### src/rtl/if_stage.sv
// Instruction-fetch stage and IF/ID pipeline register. Fetches over a
// req/ready handshake and honours hazard stalls and ID-resolved redirects.
module if_stage #(
  parameter logic [31:0] RESET_PC  = 32'h0000_0000,
  parameter logic [31:0] NOP_INSTR = 32'h0000_0000
) (
  input  logic        clk,
  input  logic        reset,
  input  logic        i_stall,
  input  logic        i_redirect,
  input  logic [31:0] i_redirect_pc,
  output logic        o_imem_req,
  output logic [31:0] o_imem_addr,
  input  logic        i_imem_ready,
  input  logic [31:0] i_imem_rdata,
  output logic [31:0] o_pc,
  output logic [31:0] o_next_pc,
  output logic [31:0] o_instruction,
  output logic        o_valid
);

  typedef enum logic [1:0] {
    ST_FETCH = 2'd0,
    ST_HOLD  = 2'd1,
    ST_DRAIN = 2'd2
  } state_e;

  typedef struct packed {
    logic [31:0] pc;
    logic [31:0] next_pc;
    logic [31:0] instr;
    logic        valid;
  } ifid_t;

  state_e      r_state;
  state_e      w_state_nxt;
  logic [31:0] r_pc;
  logic [31:0] w_pc_nxt;
  logic [31:0] r_hold;
  logic [31:0] w_hold_nxt;
  logic [31:0] r_drain_addr;
  logic [31:0] w_drain_addr_nxt;
  ifid_t       r_ifid;
  ifid_t       w_ifid_nxt;
  ifid_t       w_bubble;
  ifid_t       w_fetched;
  ifid_t       w_released;
  logic [31:0] w_pc_plus4;
  logic [31:0] w_redirect_pc;

  assign w_pc_plus4    = r_pc + 32'd4;
  assign w_redirect_pc = i_redirect_pc & ~32'h0000_0003;

  // A bubble keeps the old PC fields so only valid/instr change downstream.
  assign w_bubble   = '{pc: r_ifid.pc, next_pc: r_ifid.next_pc, instr: NOP_INSTR, valid: 1'b0};
  assign w_fetched  = '{pc: r_pc, next_pc: w_pc_plus4, instr: i_imem_rdata, valid: 1'b1};
  assign w_released = '{pc: r_pc, next_pc: w_pc_plus4, instr: r_hold, valid: 1'b1};

  // ---------------------------------------------------------------- state register
  // NOTE: sequential state uses non-blocking assignments so every flop samples
  // the pre-edge values regardless of process evaluation order.
  always_ff @(posedge clk or negedge reset) begin
    if (!reset) begin
      r_state <= ST_FETCH;
    end else begin
      r_state <= w_state_nxt;
    end
  end

  // ---------------------------------------------------------------- next state
  // NOTE: every combinational output gets a default first so no path leaves it
  // unassigned, which would otherwise infer a latch.
  always_comb begin
    w_state_nxt = r_state;
    unique case (r_state)
      ST_FETCH: begin
        if (i_redirect) begin
          w_state_nxt = i_imem_ready ? ST_FETCH : ST_DRAIN;
        end else if (i_imem_ready && i_stall) begin
          w_state_nxt = ST_HOLD;
        end
      end
      ST_HOLD: begin
        if (i_redirect || !i_stall) begin
          w_state_nxt = ST_FETCH;
        end
      end
      ST_DRAIN: begin
        // A newer redirect keeps us draining; the new target waits in r_pc.
        if (!i_redirect && i_imem_ready) begin
          w_state_nxt = ST_FETCH;
        end
      end
      default: w_state_nxt = ST_FETCH;
    endcase
  end

  // ---------------------------------------------------------------- outputs
  always_comb begin
    o_imem_req  = 1'b0;
    o_imem_addr = r_pc;
    unique case (r_state)
      ST_FETCH: o_imem_req = 1'b1;
      ST_DRAIN: begin
        o_imem_req  = 1'b1;
        o_imem_addr = r_drain_addr;
      end
      default: o_imem_req = 1'b0;
    endcase
    // The request is gated directly by the reset pin so it drops immediately,
    // not just once the state register has been cleared.
    if (!reset) begin
      o_imem_req = 1'b0;
    end
  end

  assign o_pc          = r_ifid.pc;
  assign o_next_pc     = r_ifid.next_pc;
  assign o_instruction = r_ifid.instr;
  assign o_valid       = r_ifid.valid;

  // ---------------------------------------------------------------- datapath next values
  always_comb begin
    w_pc_nxt         = r_pc;
    w_hold_nxt       = r_hold;
    w_drain_addr_nxt = r_drain_addr;
    w_ifid_nxt       = r_ifid;

    if (i_redirect) begin
      w_ifid_nxt = w_bubble;
      w_pc_nxt   = w_redirect_pc;
      if (r_state == ST_FETCH && !i_imem_ready) begin
        w_drain_addr_nxt = r_pc;
      end
    end else begin
      unique case (r_state)
        ST_FETCH: begin
          if (i_imem_ready && !i_stall) begin
            w_ifid_nxt = w_fetched;
            w_pc_nxt   = w_pc_plus4;
          end else if (i_imem_ready) begin
            w_hold_nxt = i_imem_rdata;
          end else if (!i_stall) begin
            w_ifid_nxt = w_bubble;
          end
        end
        ST_HOLD: begin
          if (!i_stall) begin
            w_ifid_nxt = w_released;
            w_pc_nxt   = w_pc_plus4;
          end
        end
        ST_DRAIN: w_ifid_nxt = w_bubble;
        default:  w_ifid_nxt = w_bubble;
      endcase
    end
  end

  // ---------------------------------------------------------------- datapath registers
  // NOTE: the hold buffer and drain address are reset too; they are only read
  // after being written, but a known value keeps simulation free of X.
  always_ff @(posedge clk or negedge reset) begin
    if (!reset) begin
      r_pc         <= RESET_PC;
      r_hold       <= NOP_INSTR;
      r_drain_addr <= RESET_PC;
      r_ifid       <= '{pc: 32'd0, next_pc: 32'd0, instr: NOP_INSTR, valid: 1'b0};
    end else begin
      r_pc         <= w_pc_nxt;
      r_hold       <= w_hold_nxt;
      r_drain_addr <= w_drain_addr_nxt;
      r_ifid       <= w_ifid_nxt;
    end
  end

endmodule
### config.mk
export PLATFORM = sky130hd
export DESIGN_NAME = if_stage
export DESIGN_NICKNAME = d
export VERILOG_FILES = /design/src/rtl/if_stage.sv
export SDC_FILE = /design/constraint.sdc
export NUM_CORES = 1
export LEC_CHECK = 0
export BUFFER_PORTS_ARGS = -buffer_cell sky130_fd_sc_hd__buf_2
export CORE_MARGIN = 8
export CORE_UTILIZATION = 58
export DETAILED_ROUTE_END_ITERATION = 10
export PLACE_DENSITY_LB_ADDON = 0.1
export SLEW_MARGIN = 10
export SYNTH_ARGS = -nofsm -noshare
export SYNTH_HDL_FRONTEND = slang
export SYNTH_SLANG_ARGS = --single-unit
### constraint.sdc
create_clock -name clk -period 3.65 [get_ports clk]
set_input_delay 0 -clock clk [delete_from_list [all_inputs] [get_ports clk]]
set_output_delay 0 -clock clk [all_outputs]
set_load 0.05 [all_outputs]
==> flow_summary.toml <==
[status]
status = "finished, final reports clean"

[pwr]
powerDensity_mw_per_mm2 = 632
ir_drop_mv = 0.349
power_mw = 6.86
p_switching_mw = 2.58
power.leakage_nw = 5.03
combinationalPowerShare_pct = 31.2
swShare_pct = 37.7
clockPowerShare_pct = 27.8
seq_power_share_pct = 41.0
intPower_mw = 4.28

[clock_tree]
cts_made_buffers = 17
cts_tree = "yes"
cts.htree.levels = 4
numClockSinks = 188
clkLatencyLatePin_ps = 440
cts.clk_slew.worst_paths_ps = 70
ctsResizeCount = 0
cts-root-buf = "clkbuf_16"
clock_path_buffers = 2

[detailed_routing]
drt-vias-per-instance = 5.71
wl_microns = 23000
antenna_left = 0
wl_per_cell_microns = 19.5
drtPass1Iterations = 5
drt_iter0_markers = 434
drc = 0
num_vias = 6734

[job]
maxCapViolations = 0

[global_route]
grt_overflow_total = 0
antenna_found_initial = 0
grt_max_degree = 113
grt_pass1_vias = 7175
grt_usage_pct = 24.4
grt_pass1_wl_microns = 36200

[cells_and_area]
num-nets-final = 1053
stdcell_count = 1180
area_growth_pct = 26.3
n_antenna_cell = 0
drive_above_1_share_pct = 37.1

[synthesis]
synth-seq-area-share_pct = 54.8
syn_area_sq_mm = 0.00859
yosysWarnings = 0
netlist-cell-type-count = 45
synthArstFlopShare_pct = 100
synth_edf_count = 0
netlist_instances = 767
synth-seq-cells = 188
ys.flop_type = "dfrtp_1"
synth.avg_cell_area_sq_um = 11.2

[die]
start_util_pct = 59.3
die_h_microns = 138
core_sq_mm = 0.0145
die_x_microns = 138
pin_count = 199
die_area_sq_mm = 0.0190
row_count = 44

[timing]
hold_slack_ps = 185
finalHoldViolations = 0
final_period_minus_worst_setup_slack_ps = 2560
fin_skew_ps = 10.2
setup_tns_ps = 0
rsz0062_at_grt = "false"
tightestPinTransition_ps = 1050
clock.fmax_mhz = 391
maxSlewViolCount = 0
period_share_pct = 70.1
setup-violations-final = 0
slew_headroom_pct = 29.3

[worst_setup_path]
worstSetupPathType = "flop to flop"
critPathRequiredTime_ps = 3980
cp-end-kind = "flop"
cp-start-kind = "flop"
cp_max_fo = 33
arrival_ps = 2890

[placement]
portBuffers = 194
place_hpwl_microns = 15000
dp.cells = 1082
place_congestion = 0.831

[hold_path]
min_path_type = "input port to flop"
-- stage by stage --
stage / area (sq um) / utilization, % / setup slack, ps
3_3_place_gp: 9590 / 66.2 / 1160
3_5_place_dp: 9590 / 66.2 / 1120
5_1_grt: 10900 / 75.0 / 955
4_1_cts: 10900 / 75.0 / 1080
6_report: 10900 / 75.0 / 1090
2_1_floorplan: 8600 / - / 1720
-- Yosys cell counts (2+ instances only) --
cell	count	area, sq um
dfrtp_1	188	4700
mux2_2	121	1360
nand2_1	112	420
o21ai_0	85	425
clkbuf_1	43	161
a22oi_1	32	240
xor2_1	28	245
buf_2	23	115
xnor2_1	20	175
nand3_1	17	85.1
nand4_1	16	100
nor2_1	13	48.8
and3_1	9	56.3
o211ai_1	7	52.6
buf_4	5	37.5
nor3_1	5	25.0
and2_1	4	25.0
and4_1	3	26.3
inv_1	3	11.3
nor4_1	3	18.8
or3_1	3	18.8
buf_1	2	7.51
nor2b_1	2	12.5
o311ai_2	2	32.5
-- timing repair --
item | in CTS | in global routing
setup buffers | 0 | 0
hold buffers | 66 | 0
hold endpoints to repair | 205 | 0
-- state kept, by name, indices dropped and copies added (netlist names) --
| register | count |
|---|---|
| o_valid | 1 |
| r_pc | 30 |
| r_hold | 32 |
| r_drain_addr | 30 |
| o_next_pc | 30 |
| o_instruction | 32 |
| r_state | 2 |
| o_pc | 31 |
-- cell families (layout without fill, tap and decap cells) --
logic type,after synthesis,count (layout),share of synthesized area (%)
flops,188,188,54.8
compound gates,132,132,9.36
simple gates,196,196,10.7
xor+xnor,48,48,4.89
buf+inv,79,307,4.11
other cells,1,2,0.0436
mux,121,121,15.9
fa+ha+maj,2,2,0.262
-- worst max-delay path, cell delays in order, from the launching register on --
cell,delay (ps)
dfrtp_1,460
nor2_2,190
nand2_2,370
or2_4,530
or4_4,610
o311ai_2,270
-- placed cells by master (no fill, tap or decap), drive strengths merged, types with 17 or more instances in the layout --
cell         netlist  final
buf               31    204
xnor2             20     20
dlygate4sd3        0     66
nand2            113    113
dfrtp            188    188
o21ai             85     85
clkbuf            44     20
a22oi             32     32
mux2             121    121
xor2              28     28
nand3             17     17
-- power by group through the flow --
stage               Combinational (mW)  Sequential, mW  Clock [mW]
global route                      2.26            2.86        2.02
detailed placement                2.10            2.84           0
global placement                  2.05            2.80           0
finish                            2.14            2.81        1.91
floorplan                        0.948            3.42           0
CTS                               2.16            2.80        1.93
-- final cells by class --
| type | instances | area (sq um) |
|---|---|---|
| Sequential cell | 188 | 4700 |
| Fill cell | 994 | 3620 |
| Multi-Input combinational cell | 501 | 3560 |
| Timing Repair Buffer | 271 | 1740 |
| Clock buffer | 19 | 443 |
| Tap cell | 184 | 230 |
| Clock inverter | 13 | 165 |
| Inverter | 4 | 15.0 |
-- layer usage --
metal  track usage [%]  up-vias  routed length, microns
li1                  -     3101                       -
met1              27.7     3356                    9030
met2              41.9      229                   11700
met3              7.40       48                    1700
met4              10.3        0                     592
met5                 0        -                       0
-- final timing paths --
| check | startpoint | end | slack, ps | cells after the start |
|---|---|---|---|---|
| setup / recovery | r_state[1] | r_pc[31] | 1090 | 5 |
| hold / removal | i_redirect | r_pc[3] | 180 | 4 |
| setup reg to reg | r_state[1] | r_pc[31] | 1090 | 5 |
| hold reg to reg | o_instruction[23] | o_instruction[23] | 480 | 2 |
| max in group asynchronous | reset | o_pc[18] | 2290 | 3 |
| min in group asynchronous | reset | r_drain_addr[14] | 230 | 2 |
(Power assumes the default switching activity.)
